<file path="src/rtl/mlp_pkg.sv">
// Shared constants and state encoding for the MLP output-layer sequencer.
package mlp_pkg;

  // Q1.15 datapath
  localparam int DW        = 16;
  localparam int FRAC      = 15;

  // Network shape
  localparam int N_HID     = 8;
  localparam int AW        = 3;
  localparam int N_OUT_DEF = 4;

  // State encoding
  localparam logic [1:0] S_IDLE = 2'd0;
  localparam logic [1:0] S_RUN  = 2'd1;
  localparam logic [1:0] S_DONE = 2'd2;

  typedef enum logic [1:0] {
    ST_IDLE = S_IDLE,
    ST_RUN  = S_RUN,
    ST_DONE = S_DONE
  } seq_state_e;

  // True when addr points at the last output neuron of an n-neuron layer.
  function automatic logic is_last(input logic [AW-1:0] addr, input int n);
    return addr == AW'(n - 1);
  endfunction

endpackage

</file>
<file path="src/rtl/mlp_output_sequencer_argmax_track.sv">
// Registered running-maximum tracker. Strict greater-than keeps the lowest
// index on equal values. nxt_* expose the value the registers take on the
// coming edge so a caller can publish the final result on the same edge.
module argmax_track #(
  parameter int DW = 16,
  parameter int AW = 3
) (
  input  logic          clk,
  input  logic          rst,
  input  logic          clear_i,
  input  logic          valid_i,
  input  logic [DW-1:0] value_i,
  input  logic [AW-1:0] index_i,
  output logic [DW-1:0] best_val_o,
  output logic [AW-1:0] best_idx_o,
  output logic [DW-1:0] nxt_val_o,
  output logic [AW-1:0] nxt_idx_o
);

  logic [DW-1:0] best_val_q, best_val_d;
  logic [AW-1:0] best_idx_q, best_idx_d;

  // Next best: clear has priority, otherwise take a strictly larger sample.
  always_comb begin
    best_val_d = best_val_q;
    best_idx_d = best_idx_q;
    if (clear_i) begin
      best_val_d = '0;
      best_idx_d = '0;
    end else if (valid_i && ($signed(value_i) > $signed(best_val_q))) begin
      best_val_d = value_i;
      best_idx_d = index_i;
    end
  end

  // Best-so-far registers.
  always_ff @(posedge clk) begin
    if (rst) begin
      best_val_q <= '0;
      best_idx_q <= '0;
    end else begin
      best_val_q <= best_val_d;
      best_idx_q <= best_idx_d;
    end
  end

  assign best_val_o = best_val_q;
  assign best_idx_o = best_idx_q;
  assign nxt_val_o  = best_val_d;
  assign nxt_idx_o  = best_idx_d;

endmodule

</file>
<file path="src/rtl/mlp_output_sequencer.sv">
// Output-layer sequencer: latches the hidden vector on start, walks the
// shared neuron through every output address, captures each score and
// reports the argmax class with a one-cycle done pulse.
//
//   state | meaning
//   IDLE  | waiting for start; all results held
//   RUN   | one neuron address per cycle, scores captured
//   DONE  | done pulse, class_idx/class_score valid
module mlp_output_sequencer
  import mlp_pkg::*;
#(
  parameter int N_OUT = N_OUT_DEF,
  parameter int DW    = mlp_pkg::DW,
  parameter int AW    = mlp_pkg::AW
) (
  input  logic                 clk,
  input  logic                 rst,
  input  logic                 start,
  input  logic [N_HID*DW-1:0]  hidden_in,
  output logic [N_HID*DW-1:0]  hid_q,
  output logic [AW-1:0]        nrn_addr,
  input  logic [DW-1:0]        nrn_out,
  output logic                 busy,
  output logic                 done,
  output logic [AW-1:0]        class_idx,
  output logic [DW-1:0]        class_score,
  output logic [N_OUT*DW-1:0]  scores
);

  seq_state_e           state_q, state_d;
  logic [N_HID*DW-1:0]  hid_lat_q, hid_lat_d;
  logic [AW-1:0]        addr_q, addr_d;
  logic                 busy_q, busy_d;
  logic                 done_q, done_d;
  logic [AW-1:0]        cls_idx_q, cls_idx_d;
  logic [DW-1:0]        cls_score_q, cls_score_d;
  logic [N_OUT*DW-1:0]  scores_q, scores_d;

  logic                 trk_clear;
  logic                 trk_valid;
  logic [DW-1:0]        best_val;
  logic [AW-1:0]        best_idx;
  logic [DW-1:0]        nxt_val;
  logic [AW-1:0]        nxt_idx;

  argmax_track #(
    .DW (DW),
    .AW (AW)
  ) u_argmax (
    .clk        (clk),
    .rst        (rst),
    .clear_i    (trk_clear),
    .valid_i    (trk_valid),
    .value_i    (nrn_out),
    .index_i    (addr_q),
    .best_val_o (best_val),
    .best_idx_o (best_idx),
    .nxt_val_o  (nxt_val),
    .nxt_idx_o  (nxt_idx)
  );

  // Next-state and datapath control; the result registers load from the
  // tracker's next value so the last neuron is included on the DONE entry edge.
  always_comb begin
    state_d     = state_q;
    hid_lat_d   = hid_lat_q;
    addr_d      = addr_q;
    done_d      = 1'b0;
    cls_idx_d   = cls_idx_q;
    cls_score_d = cls_score_q;
    scores_d    = scores_q;
    trk_clear   = 1'b0;
    trk_valid   = 1'b0;

    case (state_q)
      ST_IDLE: begin
        if (start) begin
          hid_lat_d = hidden_in;
          addr_d    = '0;
          trk_clear = 1'b1;
          state_d   = ST_RUN;
        end
      end
      ST_RUN: begin
        trk_valid = 1'b1;
        for (int k = 0; k < N_OUT; k++) begin
          if (addr_q == AW'(k)) begin
            scores_d[k*DW +: DW] = nrn_out;
          end
        end
        if (is_last(addr_q, N_OUT)) begin
          state_d     = ST_DONE;
          done_d      = 1'b1;
          cls_idx_d   = nxt_idx;
          cls_score_d = nxt_val;
        end else begin
          addr_d = addr_q + AW'(1);
        end
      end
      ST_DONE: begin
        state_d = ST_IDLE;
      end
      default: begin
        state_d = ST_IDLE;
      end
    endcase

    busy_d = (state_d == ST_RUN) || (state_d == ST_DONE);
  end

  // State and result registers.
  always_ff @(posedge clk) begin
    if (rst) begin
      state_q     <= ST_IDLE;
      hid_lat_q   <= '0;
      addr_q      <= '0;
      busy_q      <= 1'b0;
      done_q      <= 1'b0;
      cls_idx_q   <= '0;
      cls_score_q <= '0;
      scores_q    <= '0;
    end else begin
      state_q     <= state_d;
      hid_lat_q   <= hid_lat_d;
      addr_q      <= addr_d;
      busy_q      <= busy_d;
      done_q      <= done_d;
      cls_idx_q   <= cls_idx_d;
      cls_score_q <= cls_score_d;
      scores_q    <= scores_d;
    end
  end

  assign hid_q       = hid_lat_q;
  assign nrn_addr    = addr_q;
  assign busy        = busy_q;
  assign done        = done_q;
  assign class_idx   = cls_idx_q;
  assign class_score = cls_score_q;
  assign scores      = scores_q;

  // The tracker's registered outputs are observable state but not routed out.
  logic unused_best;
  assign unused_best = ^{best_val, best_idx};

endmodule

</file>
<file path="config.mk">
export PLATFORM = sky130hd
export DESIGN_NAME = mlp_output_sequencer
export DESIGN_NICKNAME = d
export VERILOG_FILES = /design/src/rtl/mlp_pkg.sv /design/src/rtl/mlp_output_sequencer_argmax_track.sv /design/src/rtl/mlp_output_sequencer.sv
export SDC_FILE = /design/constraint.sdc
export NUM_CORES = 1
export LEC_CHECK = 0
export CAP_MARGIN = 20
export CORE_MARGIN = 5
export CORE_UTILIZATION = 47
export DETAILED_ROUTE_END_ITERATION = 7
export PLACE_DENSITY = 0.95
export SKIP_CTS_REPAIR_TIMING = 1
export SLEW_MARGIN = 20
export SYNTH_ARGS = -nofsm -noshare
export SYNTH_HDL_FRONTEND = slang
export SYNTH_HIERARCHICAL = 1
export SYNTH_SLANG_ARGS = --single-unit
export TNS_END_PERCENT = 1
</file>
<file path="constraint.sdc">
create_clock -name clk -period 4.1 [get_ports clk]
set_clock_uncertainty 0.1 [all_clocks]
set_input_delay 0.82 -clock clk [delete_from_list [all_inputs] [get_ports clk]]
set_output_delay 0.82 -clock clk [all_outputs]
set_load 0.02 [all_outputs]
</file>
==> Word-level counts from Yosys, hierarchy flattened <==
Index checks and enable logic that the tools add are counted.
Widths: inputs -> output; s select.
{ "word_totals": {"rom_bits": 0, "regBits": 237, "latchBits": 0, "mem_bits_rw": 0, "input_bits": 147, "elab_cells": 50, "mem_count": 0, "out_inout_bits": 216} }
{ "op_classes": {"n_div": 0, "n_shift": 0, "n_mul": 0, "reduce_logical": 12, "eq_ne": 8, "n_bitwise": 1, "magnitude_cmp": 1, "muxes": 14, "n_addsub": 1} }
{ "op_table": {"columns": ["cell", "n"], "rows": [
  ["$mux 16", 2],
  ["$gt 16x16->1", 1],
  ["$mux 3", 4],
  ["$reduce_and 2->1", 5],
  ["$eq 3x2->1 const B", 2],
  ["$pmux 3 s2", 1],
  ["$eq 2x1->1 const B", 2],
  ["$mux 1", 4],
  ["$mux 2", 2],
  ["$ne 2x2->1 const B", 2],
  ["$pmux 2 s2", 1],
  ["$add 3x1->3 const B", 1],
  ["$eq 3x1->1 const B", 1],
  ["$logic_not 3->1", 1],
  ["$reduce_and 3->1", 1],
  ["$eq 2x2->1 const B", 1],
  ["$logic_not 2->1", 1],
  ["$reduce_bool 2->1", 1],
  ["$reduce_or 2->1", 1],
  ["$logic_and 1x1->1", 1],
  ["$logic_or 1x1->1", 1],
  ["$not 1->1", 1]
]} }

==> Logic depth before layout (Yosys ltp) <==
Gate-level depths: netlist of run 1.
{ "depth": {"ltp_word": 5, "mapped_depth": 12, "mapped_depth_nobuf": 10} }

==> Cells and area by module <==
Netlist of run 1, hierarchy kept.
{ "by_module_without_submodules": {"columns": ["module", "area_per_inst_um2", "seq_area_each_um2", "instances", "cells_per_inst"], "rows": [
  ["mlp_output_sequencer", 7669.9, 4364.2, 1, 961],
  ["argmax_track", 1437.6, 380.4, 1, 168]
]} }

==> Worst setup path after synthesis of run 1 <==
Ideal clock, no wire load.
{ "synth_path": {"kind": "in2reg", "start": "input port nrn_out[1]", "end": "register cls_score_q[10], in the netlist class_score[10]", "path_buffers": 1, "required_time_ns": 3.930, "path_stages": 10, "t_arrival_ns": 2.750, "setup_slack_ns": 1.179, "setup_time_ns": 0.070, "path_cell_list": "ha_1 -> nor2b_1 -> o211ai_2 -> a211oi_4 -> nor4_2 -> buf_6 -> o31ai_1 -> a21oi_1 -> nand2_1 -> a21oi_1"} }
{ "synth_between": {"elab_chain_len": 4} }
{ "synth_rtl": {"columns": ["element", "line", "source"], "rows": [
  ["start: declaration", "mlp_output_sequencer.sv:22", "input logic [DW-1:0] nrn_out,"],
  ["$gt 16x16->1", "mlp_output_sequencer_argmax_track.sv:30", "end else if (valid_i && ($signed(value_i) > $signed(best_val_q))) begin"],
  ["$logic_and 1x1->1", "mlp_output_sequencer_argmax_track.sv:30", null],
  ["$mux 16", "mlp_output_sequencer_argmax_track.sv:30", null],
  ["$mux 16", "mlp_output_sequencer_argmax_track.sv:27", "if (clear_i) begin"],
  ["named net nxt_val[10]", "mlp_output_sequencer.sv:43", "logic [DW-1:0] nxt_val;"],
  ["end signal: assignment", "mlp_output_sequencer.sv:129", "cls_score_q <= cls_score_d;"],
  ["end: declaration", "mlp_output_sequencer.sv:36", "logic [DW-1:0] cls_score_q, cls_score_d;"]
]} }
The timed path passes the listed nets, and every way through them passes these cells.
A chain may end at the register's enable or synchronous reset.

==> Worst setup path after layout of run 1 <==
{ "layout_path": {"start": "input port nrn_out[14]", "end": "register cls_idx_q[1], in the netlist class_idx[1]"} }
{ "layout_between": {"elab_chain_len": 4} }
{ "layout_rtl": {"columns": ["element", "line", "source"], "rows": [
  ["$gt 16x16->1", "mlp_output_sequencer_argmax_track.sv:30", null],
  ["$logic_and 1x1->1", "mlp_output_sequencer_argmax_track.sv:30", null],
  ["$mux 3", "mlp_output_sequencer_argmax_track.sv:30", null],
  ["$mux 3", "mlp_output_sequencer_argmax_track.sv:27", null],
  ["named net nxt_idx[1]", "mlp_output_sequencer.sv:44", "logic [AW-1:0] nxt_idx;"],
  ["end signal: assignment", "mlp_output_sequencer.sv:128", "cls_idx_q <= cls_idx_d;"],
  ["end: declaration", "mlp_output_sequencer.sv:35", "logic [AW-1:0] cls_idx_q, cls_idx_d;"]
]} }
The timed path passes the listed nets, and every way through them passes these cells.

==> results of run 1 <==
==> layout make-up <==
cell class	count	area share
Clock inverter	10	0.00817
Timing Repair Buffer	385	0.280
Clock buffer	35	0.0516
Tap cell	265	0.0243
Inverter	20	0.00569
Sequential cell	237	0.348
Multi-Input combinational cell	787	0.282
==> synthesized netlist by cell type <==
cell type	instances	area [µm²]
a21boi_1	10	75.1
buf_1	1	3.75
nand3b_1	2	15.0
or4_1	1	7.51
o31a_1	1	8.76
a31oi_1	3	18.8
nand4bb_1	3	33.8
a21boi_0	9	67.6
nand3_1	5	25.0
o31ai_1	19	143
nor4bb_1	3	30.0
o21bai_1	3	22.5
and3b_1	1	8.76
a21o_1	2	15.0
and3_1	1	6.26
o31ai_4	1	21.3
o21a_1	1	7.51
buf_6	14	158
nand4_1	22	138
or3b_4	1	11.3
inv_1	19	71.3
nor4_2	1	12.5
a211oi_4	1	20.0
nor2_1	5	18.8
o211ai_2	1	12.5
ha_1	21	263
nor2b_1	2	12.5
inv_2	1	3.75
o21ba_2	1	10.0
or3_4	1	11.3
nand2_1	428	1610
buf_2	21	105
nand4b_1	1	8.76
a21oi_1	235	1180
a211oi_1	1	7.51
clkbuf_1	44	165
buf_4	5	37.5
nor3_1	1	5.00
dfxtp_1	237	4740
==> cells by family (layout without fill, tap and decap cells) <==
logic type | after synthesis | in the layout | synth area share
simple gates | 478 | 478 | 0.214
compound gates | 288 | 288 | 0.176
flops | 237 | 237 | 0.521
buf+inv | 105 | 450 | 0.0598
fa+ha+maj | 21 | 21 | 0.0288
==> worst reg2reg max path: stages (launching register included) <==
cell and delay (ps):
dfxtp_1 350, inv_1 60, ha_1 310, nand3_1 130, or3_4 430, a211oi_4 290
o21ba_2 500, o31ai_1 200, a21oi_1 210, nand2_1 70, a21oi_1 140
==> flip-flops by register name (all words and copies together), names as in the netlist <==
register and count:
hid_q 128, scores 64, class_score 16, u_argmax/best_val_o 16
class_idx 3, nrn_addr 3, u_argmax/best_idx_o 3, state_q 2
busy 1, done 1
==> path summary, 6_finish.rpt <==
check / depth (start not counted) / start / end
max: 10 / nrn_out[14] / class_idx[1]
min: 2 / scores[23] / scores[23]
max reg2reg: 10 / u_argmax/best_val_o[13] / class_idx[1]
min reg2reg: 2 / scores[23] / scores[23]
==> power groups by stage <==
stage	registers [mW]	logic [mW]	clock network [mW]
2_1_floorplan	2.61	0.288	0
3_3_place_gp	2.50	0.787	0
3_5_place_dp	2.50	0.803	0
4_1_cts	2.45	0.812	2.27
5_1_grt	2.47	0.867	2.37
6_report	2.46	0.816	2.24
==> metal layers <==
layer | track usage | up-vias | part of all wire
met3 | 0.0653 | 90 | 0.085
li1 | - | 4386 | -
met2 | 0.459 | 439 | 0.49
met1 | 0.344 | 4437 | 0.39
met5 | 0 | - | 0
met4 | 0.0947 | 0 | 0.037
==> parameters.txt, run 1 <==
Parameter                              Value

Finish
  Share of final-layout standard cells stronger than drive strength 1 ... 0.0502
  FILL cells ... 1384
  Post-route cell area ... 13600 µm²
  FF/Latch Area ... 4740 µm²
  Post-layout nets ... 1624
  Commonest non-fill, non-tap cell in the layout ... nand2_1
  Area occupied by multi-input gates ... 3840 µm²
  Synth-to-Final Area Change ... 49.6%
  Number of inserted diodes ... 0
  Most used cells in the layout excluding fill and tap cells ... nand2_1 (428), clkdlybuf4s50_1 (361), dfxtp_1 (237)
  Layout Cells excl Fill ... 1739
  Utilization after layout ... 0.707

Clocking
  Number of levels the H-tree was split into ... 1
  Maximum count of clock buffers along a single path ... 3
  CTS tree ... yes
  Clock slew seen by the registers of the worst setup and hold paths ... 60 ps
  Number of sinks on the clock net ... 237
  Clock buffer count from CTS ... 25
  Clock latency at the later pin of the worst-skew pair ... 520 ps
  Root Buffer Master ... clkbuf_16

Global routing
  Pin count of the biggest net entering global routing ... 106
  Antenna violations before repair ... 0
  Wire length of the first global-routing pass ... 49000 µm
  Vias in the first global route ... 9169
  GRT overflow ... 0
  GR Util All Layers ... 0.273

Power and ir drop
  Pint ... 4.10 mW
  Sequential power share ... 0.446
  Ratio of total power to cell area ... 404 nW/µm²
  Worst supply voltage drop on vdd ... 0.000336 V
  Part of the total power dissipated in the clock network ... 0.406
  Net Switching ... 1.41 mW
  Leak pwr ... 4.86 nW
  Power Total ... 5.51 mW
  Combinational fraction of design power ... 0.148
  Net switching share of the total power ... 0.256

Worst hold path
  Class of the tightest hold or removal check ... reg2reg

Yosys
  Cell area after synthesis ... 9110 µm²
  Synth unique cells ... 39
  Sequential element share of the synthesized area ... 0.521
  Synthesis Warnings ... 6
  Post-Synthesis Cells ... 1129
  Synthesized Nets ... 1297
  Synth Register Bits ... 237
  Average footprint of a synthesized cell ... 8.07 µm²

Route
  Routed Antenna Nets ... 0
  WL per Instance ... 18.6 µm
  # DRC ... 0
  Final routed wirelength across all metal layers ... 32400 µm
  Number of detailed-routing iterations run before antenna repair ... 6
  Vias ... 9352
  Mean number of vias per cell ... 5.38
  DRC marker count from the first detailed-route iteration ... 910

Floorplan
  Starting density of the core ... 0.473
  IO Pins ... 363
  Vertical die dimension ... 149 µm
  Number of placement rows ... 51
  Placeable core region ... 19300 µm²
  Die Footprint ... 22300 µm²
  Chip width ... 149 µm

Critical path
  Cell chain of the critical path ... clkdlybuf4s50_1, ha_1, nand3_1, or3_4, a211oi_4, o21ba_2, o31ai_1, a21oi_1, nand2_1, a21oi_1
  Critical path arrival ... 3750 ps
  Crit-path leading delay family ... compound AO/OA/AOI/OAI gates
  CP peak stage delay ... 560 ps
  Critical path capture point type ... flop
  Category of the critical setup timing path ... in2reg
  CP most frequent cell ... a21oi_1
  Endpoint required time on the critical path ... 4430 ps
  Number of buffers and inverters on the critical path ... 1
  CP max stage cell ... clkdlybuf4s50_1
  Worst reg2reg setup slack ... 1230 ps
  Setup crit start kind ... primary input
  CP max FO ... 19

STA
  Relative slew slack ... 0.249
  Total count of max-transition violations in the final report ... 0
  FMAX ... 292 MHz
  Shortest period the worst path allows ... 3420 ps
  RSZ-0062 raised after global routing ... false
  Worst slew pin tran ... 1120 ps
  Worst Hold Margin ... 352 ps
  Final hold viol count ... 0
  Final setup slack of the worst path ... 676 ps
  Setup TNS ... 0 ps
  Setup-violating endpoint count in the final report ... 0
  Final clock period utilization by the worst path ... 0.835

Flow run
  Maximum Capacitance Violations ... 0

Placed design
  Detailed Place HPWL ... 22400 µm
  Worst Setup Slack post-DPL ... 276 ps
  Final GP Congestion ... 0.883
  DP Area ... 12800 µm²
  Count of input and output buffers ... 362
  Post-Place Cells ... 1694

Outcome
  Result of the run ... completed
No activity file was read; power rests on OpenSTA's default activity.
==> inputs of run 2 (changes only) <==
--- a/config.mk
+++ b/config.mk
@@ -7,9 +7,9 @@
 export LEC_CHECK = 0
 export CAP_MARGIN = 20
 export CORE_MARGIN = 5
-export CORE_UTILIZATION = 47
+export CORE_UTILIZATION = 39
 export DETAILED_ROUTE_END_ITERATION = 7
-export PLACE_DENSITY = 0.95
+export PLACE_DENSITY = 0.87
 export SKIP_CTS_REPAIR_TIMING = 1
 export SLEW_MARGIN = 20
 export SYNTH_ARGS = -nofsm -noshare
==> constraint.sdc (replaced) <==
create_clock -name clk -period 2.8 [get_ports clk]
set_clock_uncertainty 0.1 [all_clocks]
set_input_delay 0.56 -clock clk [delete_from_list [all_inputs] [get_ports clk]]
set_output_delay 0.56 -clock clk [all_outputs]
set_load 0.02 [all_outputs]
==> parameters.txt, run 2 (synthesis results as in run 1) <==
Parameter                              Value

Route
  Number of detailed-routing iterations run before antenna repair ... 5 (was 6)
  Routed Antenna Nets ... 0 (unchanged)
  WL per Instance ... 17.6 µm (was 18.6 µm)
  Vias ... 9282 (was 9352)
  # DRC ... 0 (unchanged)
  Mean number of vias per cell ... 5.10 (was 5.38)
  Final routed wirelength across all metal layers ... 32000 µm (was 32400 µm)
  DRC marker count from the first detailed-route iteration ... 817 (was 910)

Global routing
  GR Util All Layers ... 0.223 (was 0.273)
  GRT overflow ... 0 (unchanged)
  Antenna violations before repair ... 0 (unchanged)
  Pin count of the biggest net entering global routing ... 129 (was 106)
  Wire length of the first global-routing pass ... 48200 µm (was 49000 µm)
  Vias in the first global route ... 9097 (was 9169)

Finish
  Post-layout nets ... 1650 (was 1624)
  Synth-to-Final Area Change ... 54.4% (was 49.6%)
  Layout Cells excl Fill ... 1820 (was 1739)
  Most used cells in the layout excluding fill and tap cells ... nand2_1 (428), clkdlybuf4s50_1 (360), dfxtp_1 (237) (was nand2_1 (428), clkdlybuf4s50_1 (361), dfxtp_1 (237))
  Commonest non-fill, non-tap cell in the layout ... nand2_1 (unchanged)
  Number of inserted diodes ... 0 (unchanged)
  Number of flip-flops in the largest register ... 128 (unchanged)
  Share of final-layout standard cells stronger than drive strength 1 ... 0.0713 (was 0.0502)

Power and ir drop
  Pint ... 6.17 mW (was 4.10 mW)
  Leak pwr ... 5.07 nW (was 4.86 nW)
  Combinational fraction of design power ... 0.152 (was 0.148)
  Net switching share of the total power ... 0.256 (about the same)
  Power Total ... 8.28 mW (was 5.51 mW)
  Worst supply voltage drop on vdd ... 0.000619 V (was 0.000336 V)
  Ratio of total power to cell area ... 589 nW/µm² (was 404 nW/µm²)
  Part of the total power dissipated in the clock network ... 0.414 (was 0.406)
  Sequential power share ... 0.434 (was 0.446)
  Net Switching ... 2.12 mW (was 1.41 mW)

STA
  Total count of max-transition violations in the final report ... 0 (unchanged)
  Worst slew pin tran ... 1050 ps (was 1120 ps)
  Final clock period utilization by the worst path ... 0.981
  Relative slew slack ... 0.299 (was 0.249)
  Setup TNS ... 0 ps (unchanged)
  FMAX ... 364 MHz
  Worst Hold Margin ... 351 ps (was 352 ps)
  Setup-violating endpoint count in the final report ... 0 (unchanged)
  Final hold viol count ... 0 (unchanged)
  Shortest period the worst path allows ... 2750 ps
  RSZ-0062 raised after global routing ... false (unchanged)
  Final setup slack of the worst path ... 52.7 ps (was 676 ps)

Outcome
  Result of the run ... completed (unchanged)

Floorplan
  Vertical die dimension ... 163 µm (was 149 µm)
  Chip width ... 163 µm (was 149 µm)
  Number of placement rows ... 56 (was 51)
  Starting density of the core ... 0.392 (was 0.473)
  IO Pins ... 363 (unchanged)
  Placeable core region ... 23300 µm² (was 19300 µm²)
  Die Footprint ... 26500 µm² (was 22300 µm²)

Critical path
  Reg-to-reg startpoint ... u_argmax/best_val_o[13] (unchanged)
  Critical path capture point type ... flop (unchanged)
  CP max FO ... 19 (unchanged)
  Setup crit start kind ... primary input (unchanged)
  Category of the critical setup timing path ... in2reg (unchanged)
  Critical path arrival ... 3040 ps (was 3750 ps)
  First element of the critical path ... nrn_out[13] (was nrn_out[14])
  Endpoint required time on the critical path ... 3090 ps (was 4430 ps)

Clocking
  Number of sinks on the clock net ... 237 (unchanged)
  Clock slew seen by the registers of the worst setup and hold paths ... 60 ps (about the same)
  Number of levels the H-tree was split into ... 1 (unchanged)
  Maximum count of clock buffers along a single path ... 3 (unchanged)
  Clock latency at the later pin of the worst-skew pair ... 520 ps (about the same)
  Root Buffer Master ... clkbuf_16 (unchanged)
  CTS tree ... yes (unchanged)
  Clock buffer count from CTS ... 26 (was 25)

Flow run
  Maximum Capacitance Violations ... 0 (unchanged)

Placed design
  Final GP Congestion ... 0.908 (was 0.883)
  Post-Place Cells ... 1773 (was 1694)
  Detailed Place HPWL ... 22800 µm (was 22400 µm)
  Count of input and output buffers ... 362 (unchanged)
  Worst Setup Slack post-DPL ... -455 ps (was 276 ps)

Worst hold path
  Worst min-delay path startpoint ... hid_q[102] (was scores[23])
  Class of the tightest hold or removal check ... reg2reg (unchanged)
-- run 2: cell types whose count changed in the layout (fill, tap and decap cells not counted), sizes merged --
cell	previous run	this run
buf	24	49
clkinv	4	9
clkinvlp	3	1
clkbuf	35	34
clkdlybuf4s50	361	360
dlymetal6s2s	0	1
-- run 2: layout make-up --
type                    instances  area, µm²
flip-flops and latches        237       4740
fillers                      1926       9200
repair buffers                410       4130
multi-input cells             787       3850
inverters                      20       77.6
clock buffers                  34        742
well taps                     319        399
clock inverters                13        125
-- run 2: worst max-delay path, cell delays in order --
cell             delay (ps)
clkdlybuf4s50_1         430
ha_1                    330
nand3_1                 120
or3_4                   420
a211oi_4                250
nor4_2                  110
buf_12                  170
o31ai_1                 370
a21oi_1                 140
nand2_1                  70
a21oi_1                  60
-- run 2: final timing paths --
check	endpoint	slack, ps	cells past startpoint
worst min-delay path	hid_q[102]	350	2
worst max register to register	class_score[12]	170	11
worst max-delay path	class_score[12]	50	11
worst min register to register	hid_q[102]	350	2
-- run 2: through the flow --
step                      area [µm²]  utilization
after floorplan                 9110            -
after global placement         13200        0.567
after detailed placement       13200        0.567
after CTS                      14000        0.604
after global routing           14100        0.605
final                          14100        0.605
-- run 2: power by group through the flow --
stage	Sequential [mW]	Combinational, mW	Clock, mW
after floorplan	3.81	0.422	0
after global placement	3.66	1.22	0
after detailed placement	3.67	1.24	0
after CTS	3.59	1.25	3.51
after global routing	3.61	1.34	3.66
final	3.60	1.26	3.43
-- run 2: layer usage --
metal	vias to the layer above	track usage	part of all wire
met1	4317	0.274	0.39
met2	440	0.368	0.47
met5	-	0	0
met3	83	0.0678	0.098
li1	4442	-	-
met4	0	0.0862	0.041
==> inputs of run 3 (changes only) <==
--- a/config.mk
+++ b/config.mk
@@ -9,6 +9,7 @@
 export CORE_MARGIN = 5
 export CORE_UTILIZATION = 39
 export DETAILED_ROUTE_END_ITERATION = 7
+export GPL_ROUTABILITY_DRIVEN = 0
 export PLACE_DENSITY = 0.87
 export SKIP_CTS_REPAIR_TIMING = 1
 export SLEW_MARGIN = 20
==> results of run 3 <==
No change in the layout: final DEF, timing and power equal those of run 2.
